**config.mk**
```make
export PLATFORM = sky130hd
export DESIGN_NAME = input_memory_read_arbiter_flat
export DESIGN_NICKNAME = d
export VERILOG_FILES = /design/src/rtl/input_memory_read_arbiter_pkg.sv /design/src/rtl/input_memory_read_arbiter_if.sv /design/src/rtl/input_memory_read_arbiter_tag_fifo.sv /design/src/rtl/input_memory_read_arbiter.sv /design/src/flat_wrapper.sv
export SDC_FILE = /design/constraint.sdc
export NUM_CORES = 1
export LEC_CHECK = 0
export ABC_AREA = 1
export BUFFER_PORTS_ARGS = -buffer_cell sky130_fd_sc_hd__buf_2
export CAP_MARGIN = 40
export CORE_MARGIN = 3
export CORE_UTILIZATION = 43
export DETAILED_ROUTE_END_ITERATION = 12
export PLACE_DENSITY = 0.84
export RECOVER_POWER = 100
export SKIP_LAST_GASP = 1
export SYNTH_ARGS = -nofsm -noshare
export SYNTH_HDL_FRONTEND = slang
export SYNTH_SLANG_ARGS = --single-unit
```
**constraint.sdc**
```tcl
create_clock -name clk -period 2.1 [get_ports clk]
set_input_delay 0.21 -clock clk [delete_from_list [all_inputs] [get_ports clk]]
set_output_delay 0.21 -clock clk [all_outputs]
set_load 0.1 [all_outputs]
```
**src/rtl/input_memory_read_arbiter_pkg.sv**
```systemverilog
// Shared types and defaults for the input-memory read arbiter.
package input_memory_read_arbiter_pkg;

  typedef enum logic {
    IDLE  = 1'b0,
    ISSUE = 1'b1
  } arbState_t;

  localparam int DEFAULT_NUM_REQ         = 4;
  localparam int DEFAULT_ADDR_W          = 17;
  localparam int DEFAULT_DATA_W          = 32;
  localparam int DEFAULT_MAX_OUTSTANDING = 4;

  // Bits needed to name one lane; never less than one bit.
  function automatic int laneIdWidth(input int numReq);
    return (numReq <= 2) ? 1 : $clog2(numReq);
  endfunction

endpackage

```
**src/rtl/input_memory_read_arbiter_if.sv**
```systemverilog
// Lane-side and memory-side read channels of the arbiter.
// master: the arbiter. slave: the lanes plus the input memory.
interface input_memory_read_arbiter_if #(
  parameter int NUM_REQ = 4,
  parameter int ADDR_W  = 17,
  parameter int DATA_W  = 32
);
  logic [NUM_REQ-1:0]        clientReadReq;
  logic [NUM_REQ*ADDR_W-1:0] clientReadAdd;
  logic [NUM_REQ-1:0]        clientReadAck;
  logic [NUM_REQ-1:0]        clientReadDataValid;
  logic [DATA_W-1:0]         clientReadData;
  logic                      inputMemoryReadReq;
  logic                      inputMemoryReadAck;
  logic [ADDR_W-1:0]         inputMemoryReadAdd;
  logic                      inputMemoryReadDataValid;
  logic [DATA_W-1:0]         inputMemoryReadData;

  modport master (
    input  clientReadReq, clientReadAdd,
    input  inputMemoryReadAck, inputMemoryReadDataValid, inputMemoryReadData,
    output clientReadAck, clientReadDataValid, clientReadData,
    output inputMemoryReadReq, inputMemoryReadAdd
  );

  modport slave (
    output clientReadReq, clientReadAdd,
    output inputMemoryReadAck, inputMemoryReadDataValid, inputMemoryReadData,
    input  clientReadAck, clientReadDataValid, clientReadData,
    input  inputMemoryReadReq, inputMemoryReadAdd
  );
endinterface

```
**src/rtl/input_memory_read_arbiter_tag_fifo.sv**
```systemverilog
// In-order FIFO of granted lane IDs; head is visible without a pop (show-ahead).
module read_tag_fifo #(
  parameter int WIDTH = 2,
  parameter int DEPTH = 4,
  localparam int PTR_W = $clog2(DEPTH),
  localparam int CNT_W = $clog2(DEPTH + 1)
) (
  input  logic             clk,
  input  logic             reset,
  input  logic             push,
  input  logic             pop,
  input  logic [WIDTH-1:0] din,
  output logic [WIDTH-1:0] dout,
  output logic [CNT_W-1:0] count,
  output logic             full,
  output logic             empty
);
  logic [WIDTH-1:0] mem [DEPTH];
  logic [PTR_W-1:0] wrPtr;
  logic [PTR_W-1:0] rdPtr;
  logic             doPush;
  logic             doPop;

  assign full   = (count == CNT_W'(DEPTH));
  assign empty  = (count == '0);
  assign doPush = push && !full;
  assign doPop  = pop && !empty;
  assign dout   = mem[rdPtr];

  // Storage write; contents need no reset since the pointers gate visibility.
  always_ff @(posedge clk) begin
    if (doPush) mem[wrPtr] <= din;
  end

  // Pointer and occupancy tracking; depth is a power of two so pointers wrap naturally.
  always_ff @(posedge clk) begin
    if (reset) begin
      wrPtr <= '0;
      rdPtr <= '0;
      count <= '0;
    end else begin
      if (doPush) wrPtr <= wrPtr + 1'b1;
      if (doPop)  rdPtr <= rdPtr + 1'b1;
      case ({doPush, doPop})
        2'b10:   count <= count + 1'b1;
        2'b01:   count <= count - 1'b1;
        default: count <= count;
      endcase
    end
  end
endmodule

```
**src/rtl/input_memory_read_arbiter.sv**
```systemverilog
// Round-robin arbiter sharing one input-memory read channel among NUM_REQ lanes,
// with an in-order tag FIFO routing each returned word to its requesting lane.
module input_memory_read_arbiter
  import input_memory_read_arbiter_pkg::*;
#(
  parameter int NUM_REQ         = DEFAULT_NUM_REQ,
  parameter int ADDR_W          = DEFAULT_ADDR_W,
  parameter int DATA_W          = DEFAULT_DATA_W,
  parameter int MAX_OUTSTANDING = DEFAULT_MAX_OUTSTANDING,
  localparam int CNT_W  = $clog2(MAX_OUTSTANDING + 1),
  localparam int LANE_W = laneIdWidth(NUM_REQ)
) (
  input  logic                                 clk,
  input  logic                                 reset,
  input_memory_read_arbiter_if.master          bus,
  output logic [CNT_W-1:0]                     outstanding,
  output logic                                 unexpectedData
);
  arbState_t         state;
  logic [LANE_W-1:0] grant;
  logic [LANE_W-1:0] rrPtr;
  logic [ADDR_W-1:0] addrReg;
  logic              memReqReg;
  logic              pickFound;
  logic [LANE_W-1:0] pickLane;
  logic              tagPush;
  logic              tagPop;
  logic [LANE_W-1:0] tagHead;
  logic              tagFull;
  logic              tagEmpty;
  logic [NUM_REQ-1:0] dataValidReg;
  logic [DATA_W-1:0]  dataReg;
  logic               unexpectedReg;

  assign tagPush = (state == ISSUE) && bus.inputMemoryReadAck;
  assign tagPop  = bus.inputMemoryReadDataValid && !tagEmpty;

  read_tag_fifo #(
    .WIDTH (LANE_W),
    .DEPTH (MAX_OUTSTANDING)
  ) u_tagFifo (
    .clk   (clk),
    .reset (reset),
    .push  (tagPush),
    .pop   (tagPop),
    .din   (grant),
    .dout  (tagHead),
    .count (outstanding),
    .full  (tagFull),
    .empty (tagEmpty)
  );

  // Round-robin pick: first requesting lane at or after rrPtr, wrapping upward.
  always_comb begin
    pickFound = 1'b0;
    pickLane  = '0;
    for (int k = 0; k < NUM_REQ; k++) begin
      if (!pickFound && bus.clientReadReq[(int'(rrPtr) + k) % NUM_REQ]) begin
        pickFound = 1'b1;
        pickLane  = LANE_W'((int'(rrPtr) + k) % NUM_REQ);
      end
    end
  end

  // Grant/issue FSM; memory request and address are registered outputs.
  always_ff @(posedge clk) begin
    if (reset) begin
      state     <= IDLE;
      grant     <= '0;
      rrPtr     <= '0;
      addrReg   <= '0;
      memReqReg <= 1'b0;
    end else begin
      case (state)
        IDLE: begin
          if (pickFound && !tagFull) begin
            grant     <= pickLane;
            addrReg   <= bus.clientReadAdd[int'(pickLane)*ADDR_W +: ADDR_W];
            memReqReg <= 1'b1;
            state     <= ISSUE;
          end
        end
        ISSUE: begin
          if (bus.inputMemoryReadAck) begin
            memReqReg <= 1'b0;
            rrPtr     <= (int'(grant) == NUM_REQ - 1) ? '0 : grant + 1'b1;
            state     <= IDLE;
          end
        end
        default: state <= IDLE;
      endcase
    end
  end

  // Lane ack follows the memory ack combinationally while a grant is in flight.
  always_comb begin
    bus.clientReadAck = '0;
    if (tagPush) bus.clientReadAck[grant] = 1'b1;
  end

  // Return path: route the registered word to the FIFO head; flag data nobody asked for.
  always_ff @(posedge clk) begin
    if (reset) begin
      dataValidReg  <= '0;
      dataReg       <= '0;
      unexpectedReg <= 1'b0;
    end else begin
      dataValidReg <= '0;
      if (tagPop) begin
        dataValidReg[tagHead] <= 1'b1;
        dataReg               <= bus.inputMemoryReadData;
      end
      if (bus.inputMemoryReadDataValid && tagEmpty) unexpectedReg <= 1'b1;
    end
  end

  assign bus.inputMemoryReadReq  = memReqReg;
  assign bus.inputMemoryReadAdd  = addrReg;
  assign bus.clientReadDataValid = dataValidReg;
  assign bus.clientReadData      = dataReg;
  assign unexpectedData          = unexpectedReg;
endmodule

```
**src/flat_wrapper.sv**
```systemverilog
// flat-port wrapper written by rule: the top's interface ports become plain ports
module input_memory_read_arbiter_flat import input_memory_read_arbiter_pkg::*;
#(
  parameter int NUM_REQ         = DEFAULT_NUM_REQ,
  parameter int ADDR_W          = DEFAULT_ADDR_W,
  parameter int DATA_W          = DEFAULT_DATA_W,
  parameter int MAX_OUTSTANDING = DEFAULT_MAX_OUTSTANDING,
  localparam int CNT_W  = $clog2(MAX_OUTSTANDING + 1),
  localparam int LANE_W = laneIdWidth(NUM_REQ)
)
  (clk, reset, outstanding, unexpectedData, bus_clientReadReq, bus_clientReadAdd, bus_inputMemoryReadAck, bus_inputMemoryReadDataValid, bus_inputMemoryReadData, bus_clientReadAck, bus_clientReadDataValid, bus_clientReadData, bus_inputMemoryReadReq, bus_inputMemoryReadAdd);
  input_memory_read_arbiter_if #(.NUM_REQ(NUM_REQ), .ADDR_W(ADDR_W), .DATA_W(DATA_W)) bus_i ();
  input  logic clk;
  input  logic reset;
  output logic [CNT_W-1:0] outstanding;
  output logic unexpectedData;
  input wire logic [$bits(bus_i.clientReadReq)-1:0] bus_clientReadReq;
  input wire logic [$bits(bus_i.clientReadAdd)-1:0] bus_clientReadAdd;
  input wire logic [$bits(bus_i.inputMemoryReadAck)-1:0] bus_inputMemoryReadAck;
  input wire logic [$bits(bus_i.inputMemoryReadDataValid)-1:0] bus_inputMemoryReadDataValid;
  input wire logic [$bits(bus_i.inputMemoryReadData)-1:0] bus_inputMemoryReadData;
  output wire logic [$bits(bus_i.clientReadAck)-1:0] bus_clientReadAck;
  output wire logic [$bits(bus_i.clientReadDataValid)-1:0] bus_clientReadDataValid;
  output wire logic [$bits(bus_i.clientReadData)-1:0] bus_clientReadData;
  output wire logic [$bits(bus_i.inputMemoryReadReq)-1:0] bus_inputMemoryReadReq;
  output wire logic [$bits(bus_i.inputMemoryReadAdd)-1:0] bus_inputMemoryReadAdd;
  assign bus_i.clientReadReq = bus_clientReadReq;
  assign bus_i.clientReadAdd = bus_clientReadAdd;
  assign bus_i.inputMemoryReadAck = bus_inputMemoryReadAck;
  assign bus_i.inputMemoryReadDataValid = bus_inputMemoryReadDataValid;
  assign bus_i.inputMemoryReadData = bus_inputMemoryReadData;
  assign bus_clientReadAck = bus_i.clientReadAck;
  assign bus_clientReadDataValid = bus_i.clientReadDataValid;
  assign bus_clientReadData = bus_i.clientReadData;
  assign bus_inputMemoryReadReq = bus_i.inputMemoryReadReq;
  assign bus_inputMemoryReadAdd = bus_i.inputMemoryReadAdd;
  input_memory_read_arbiter #(.NUM_REQ(NUM_REQ), .ADDR_W(ADDR_W), .DATA_W(DATA_W), .MAX_OUTSTANDING(MAX_OUTSTANDING)) u_core (.clk(clk), .reset(reset), .bus(bus_i), .outstanding(outstanding), .unexpectedData(unexpectedData));
endmodule
```
==> impl_metrics.toml, run 1 <==
[critical_path]
critical_path.top_delay_family = "simple AND/OR/NAND/NOR gates"
worstPathCellList = "inv_2 -> nand2_2 -> nand2_2 -> nand2_1 -> inv_2 -> nor2_1 -> nand3_4 -> buf_4 -> nand4_1 -> nand2_1 -> nand2_1 -> nand3_1 -> nand2_1 -> inv_1"
crit_type = "reg2reg"
cp_num_buf_inv = 4
path_common_cell = "nand2_1"
cp_data_arrival_time_ps = 2180
end_kind = "register"
critPathMaxStageDelay_ps = 450
cpMaxStageDelayCell = "dfxtp_1"
start_kind = "register"
crit_fanout = 28
critPathRequiredTime_ps = 2340

[synthesis]
synth_edf_count = 8
synth.top_cell.area_share_pct = 34.9
ys_types = 27
syn_nets = 707
syn_inst = 589
yosys.area.top_type = "dfxtp_1"
syn_area_um2 = 3960
synthTopCellsByCount = "142 x nand2_1, 103 x nor2_1, 74 x inv_1"
yosysWarnings = 0
synth.area.top_cells = "dfxtp_1 35%, nand2_1 13%, nor2_1 9.8%"
ys_seq_area_share_pct = 41.0
ys_ff_latch = 77
async_reset_ff_share_pct = 0
yosysMostFrequentCell = "nand2_1"
synth_ff_type = "dfxtp_1"
syn_area_per_cell_um2 = 6.72

[power_and_ir_drop]
leakage_nw = 2.60
swShare_pct = 61.0
fin_total_pwr_mw = 9.11
p_comb_share_pct = 62.9
p_int_mw = 3.55
p_seq_share_pct = 25.2
pwr-share-clk_pct = 11.9
p_per_area_nw_per_um2 = 1790
power.switching_mw = 5.56
peakVddDrop_mv = 0.806

[global_route]
grt_overflow = 0
busiest_layer = "met2"
grt_usage_pct = 19.9
grt_pass1_vias = 3722
antenna_found_initial = 0
grt_max_degree = 37
use_met3_pct = 3.96
grt_pass1_wl_mm = 16.8
grtUsageMet2_pct = 33.4
grt_util_met1_pct = 24.7

[clocking]
worstSkewPairLatency_ps = 340
cts_sinks = 77
clkSlewWorstSetupHoldPaths_ps = 80
htree_levels = 3
clock_path_buffers = 2
cts_setup_buffers = 0
numCtsBuffers = 9
tritoncts = "done"
root_buffer = "clkbuf_8"

[drt]
wl_per_cell_um = 12.1
drt.antenna.violating_nets = 0
drt_wl_total_mm = 10.5
drc = 0
drt_first_pass_iters = 5
vias = 4251
avgViaCountPerCell = 4.89
drtIter0Drc = 132

[timing]
worst_pin_slew_ps = 1220
fmax_mhz = 515
clock_skew_ps = 11.7
slew_headroom_pct = 18.9
finalHoldViolCount = 0
finalCritPeriodShare_pct = 92.4
setup_viol = 0
slew_viol_final = 0
fin_hold_ws_ps = 119
grt_setup_unrepaired = "true"
period_needed_ps = 1940

[placement]
port_buffers = 169
placedCellCount = 853
dp_hpwl_mm = 7.93
placed_cell_area_um2 = 4950
gp_congestion = 0.888

[floorplan]
rows = 34
initial_core_util_pct = 44.7
dieArea_um2 = 10400
core_area_um2 = 8850
dieWidth_um = 102
ios = 170
die-height_um = 102

[layout]
stdcell_count = 869
final_layout_size_suffix_gt1_share_pct = 22.5
nets = 874
final_core_util_pct = 57.5
syn_to_final_growth_pct = 28.6
post-route-cell-area_um2 = 5090
antenna_cells = 0

[flow_run]
max-cap-violations = 0

[min_path]
hold_class = "in2reg"

[outcome]
status = "finished, final reports clean"
[worst reg2reg max path, stage by stage, from the launching register on]
cell     delay, ps
dfxtp_1        450
inv_2          110
nand2_2         70
nand2_2         80
nand2_1        100
inv_2           40
nor2_1         180
nand3_4        140
buf_4          250
nand4_1        130
nand2_1         60
nand2_1         80
nand3_1         80
nand2_1         60
inv_1           30
[power groups by stage]
stage / Sequential (mW) / Clock (mW) / Combinational, mW
floorplan: 5.30 / 0 / 1.86
global placement: 2.31 / 0 / 5.77
detailed placement: 2.32 / 0 / 5.83
CTS: 2.30 / 1.11 / 5.83
global route: 2.36 / 1.18 / 6.15
finish: 2.29 / 1.08 / 5.73
[cell usage in the layout (no fill, tap or decap)]
cell       count
o21ai_1        9
inv_2          5
a211oi_1       1
clkbuf_16      1
buf_2        111
nor2_2         1
nor3_2         1
buf_6          1
dfxtp_1       66
clkbuf_1      58
a211oi_2       1
nand3_2        1
nand2_2        7
buf_4         13
nor2_1       103
inv_4          2
nor2_4         1
inv_6          2
nand2_4        1
inv_1         73
nand2_1      142
ha_1           9
dfxtp_4        3
clkinv_2       3
nand3_4        2
buf_12         1
o21ai_0       39
a21oi_2        1
o31ai_1        1
clkbuf_2       2
nand4_1       31
clkbuf_8      10
fa_2           1
a21oi_1       15
a32oi_1        2
edfxtp_1       8
nand3_1       33
[registers in the layout, summed over array words and instances (netlist names), 2 cells and up, named ones only]
| name | flops |
|---|---|
| u_core.bus.clientReadDataValid | 4 |
| u_core.u_tagFifo.count | 3 |
| u_core.u_tagFifo.mem | 8 |
| u_core.bus.inputMemoryReadAdd | 17 |
| u_core.rrPtr | 2 |
| u_core.u_tagFifo.wrPtr | 2 |
| u_core.bus.clientReadData | 32 |
| u_core.u_tagFifo.rdPtr | 2 |
| u_core.grant | 2 |
[path summary, 6_finish.rpt]
check | to | startpoint | cells after the start | slack [ps]
max | u_core.bus.inputMemoryReadAdd[12] | u_core.rrPtr[1] | 14 | 160
min | u_core.bus.clientReadData[11] | bus_inputMemoryReadData[11] | 3 | 120
max reg2reg | u_core.bus.inputMemoryReadAdd[12] | u_core.rrPtr[1] | 14 | 160
min reg2reg | u_core.unexpectedData | u_core.unexpectedData | 2 | 450
[metrics by stage]
stage	TNS (ps)	worst slack [ps]
after floorplan	-28.7	-28.7
after global placement	0	155
after detailed placement	0	47.7
after CTS	0	23.4
after global routing	-114	-42.5
final	0	159
[routing by layer]
metal / wire length [µm] / part of all wire, %
met4: 226 / 2.2
met5: 0 / 0
met1: 4500 / 43
met3: 752 / 7.2
met2: 5030 / 48
[repair_timing]
item / in CTS / in global routing
gates resized for setup: 0 / 12
hold buffers: 0 / 0
endpoints found under the setup margin: 0 / 19
[cell families after synthesis]
| family | synth area share [%] |
|---|---|
| AND/OR/NAND/NOR | 34.9 |
| buffers and inverters | 11.6 |
| flip-flops | 41.0 |
| AO/OA/AOI/OAI | 9.23 |
| adder cells (fa/ha/maj) | 3.35 |
[area by class of cell]
cell class	count	area (µm²)
Multi-Input combinational cell	402	1910
Fill cell	885	3760
Tap cell	108	135
Timing Repair Buffer	186	912
Inverter	80	308
Clock buffer	11	163
Clock inverter	5	30.0
Sequential cell	77	1630
No activity file was read; power rests on OpenSTA's default activity.
==> run 2, diff against run 1 <==
REMOVE_ABC_BUFFERS = 1   (was unset)
==> run 2 against run 1 <==
Net effect:
- die area is the same
- cell area grew 0.44%
- via count decreased by 0.52%
- utilization up 0.25 points
- non-clock buffer count is 3 higher
- sequential power about the same
- sequential share of layout area decreased by 0.29 points
- wire length up 0.28%
==> impl_metrics.toml, run 2 (synthesized netlist as in run 1, its figures left out) <==
[timing]
setup_ws_ps = 178
period_needed_ps = 1920
setup_viol = 0
fmax_mhz = 520
slew_viol_final = 0
finalHoldViolCount = 0
worst_pin_slew_ps = 1210
slew_headroom_pct = 19.9
fin_hold_ws_ps = 108
finalCritPeriodShare_pct = 91.5
clock_skew_ps = 7.99
grt_setup_unrepaired = "false"
setup_tns_ps = 0

[min_path]
hold_class = "in2reg"
hp-start = "bus_inputMemoryReadData[22]"

[critical_path]
cpMaxStageDelayCell = "dfxtp_1"
path_common_cell = "nand2_1"
cp_data_arrival_time_ps = 2160
startpoint = "u_core.rrPtr[1]"
critical_path.top_delay_family = "simple AND/OR/NAND/NOR gates"
crit_type = "reg2reg"
critPathRequiredTime_ps = 2340
worstPathCellList = "inv_2 -> nand2_2 -> nand2_2 -> nand2_1 -> nand2_1 -> nand2_1 -> nand2_1 -> nand2_1 -> nand3_2 -> buf_12 -> nand2_1 -> o21ai_0 -> o21ai_0 -> nor2_1"
crit_fanout = 39
end_kind = "register"
cp_num_buf_inv = 2
start_kind = "register"
regToRegStartpoint = "u_core.rrPtr[1]"
critPathMaxStageDelay_ps = 440

[outcome]
status = "finished, final reports clean"

[power_and_ir_drop]
swShare_pct = 61.2
p_seq_share_pct = 25.1
fin_total_pwr_mw = 9.07
peakVddDrop_mv = 0.738
leakage_nw = 2.62
pwr-share-clk_pct = 11.5
power.switching_mw = 5.55
p_per_area_nw_per_um2 = 1770
p_int_mw = 3.52
p_comb_share_pct = 63.4

[clocking]
clock_path_buffers = 2
cts_hold_buffers = 0
cts_sinks = 77
root_buffer = "clkbuf_8"
tritoncts = "done"
htree_levels = 3
numCtsBuffers = 9
worstSkewPairLatency_ps = 340
clkSlewWorstSetupHoldPaths_ps = 90

[placement]
placed_cell_area_um2 = 4990
placedCellCount = 855
gp_congestion = 0.841
pre_cts_ws_ps = -60.4
dp_hpwl_mm = 7.86
port_buffers = 169

[drt]
drt_first_pass_iters = 4
drtIter0Drc = 120
drt_wl_total_mm = 10.5
drt.antenna.violating_nets = 0
drc = 0
wl_per_cell_um = 12.1
vias = 4229
avgViaCountPerCell = 4.85

[layout]
final_core_util_pct = 57.8
final_common_cell = "nand2_1"
stdcell_count = 872
layout.cells.most_common_list = "142 x nand2_1, 107 x buf_2, 103 x nor2_1, 74 x inv_1, 68 x dfxtp_1"
nets = 877
final_layout_size_suffix_gt1_share_pct = 22.6
antenna_cells = 0
post-route-cell-area_um2 = 5110
syn_to_final_growth_pct = 29.2
largest_reg_flops = 32

[floorplan]
core_area_um2 = 8850
rows = 34
dieArea_um2 = 10400
die-height_um = 102
initial_core_util_pct = 44.7
ios = 170
dieWidth_um = 102

[global_route]
grt_pass1_vias = 3714
grt_max_degree = 43
antenna_found_initial = 0
grt_usage_pct = 19.3
grt_overflow = 0
grt_pass1_wl_mm = 16.4

[flow_run]
max-cap-violations = 0
run 2: changes by cell type in the layout (fill, tap and decap cells not counted), sizes merged:
cell,before,now
clkbuf,71,78
buf,126,122
clkinvlp,0,2
clkinv,3,2
inv,82,81
run 2: path summary, 6_finish.rpt:
check / cells after the start / slack, ps / to
max: 14 / 180 / u_core.bus.inputMemoryReadAdd[0]
min: 3 / 110 / u_core.bus.clientReadData[22]
max reg2reg: 14 / 180 / u_core.bus.inputMemoryReadAdd[0]
min reg2reg: 2 / 470 / u_core.unexpectedData
run 2: timing repair:
item	4_1_cts	5_1_grt
pin swaps	0	1
cloned	0	0
setup buffers	0	1
endpoints found under the setup margin	1	19
gates resized for setup	1	7
run 2: power groups by stage:
stage	Sequential (mW)	Combinational, mW	Clock, mW
CTS	2.27	5.88	1.08
floorplan	5.28	1.69	0
finish	2.27	5.75	1.05
detailed placement	2.29	5.87	0
global route	2.34	6.13	1.13
global placement	2.29	5.82	0
run 2: per-layer routing:
layer  up-vias  part of all wire [%]  GRT usage, %
met4         0                   1.4          6.36
li1       2201                     -             -
met2       140                    49          34.2
met1      1877                    43          23.8
met5         -                     0             0
met3        11                   6.5          3.28
run 2: worst register-to-register path: cells and delay by family (launching register included):
family	cells	cell delay (ps)
buf+inv	2	290
flops	1	440
simple gates	10	810
compound gates	2	280
run 2: cell type report:
class | count | area [µm²]
timing repair buffer | 189 | 966
multi-input combinational | 402 | 1900
inverter | 80 | 305
tap | 108 | 135
fill | 871 | 3730
clock inverter | 5 | 33.8
clock buffer | 11 | 151
sequential | 77 | 1630
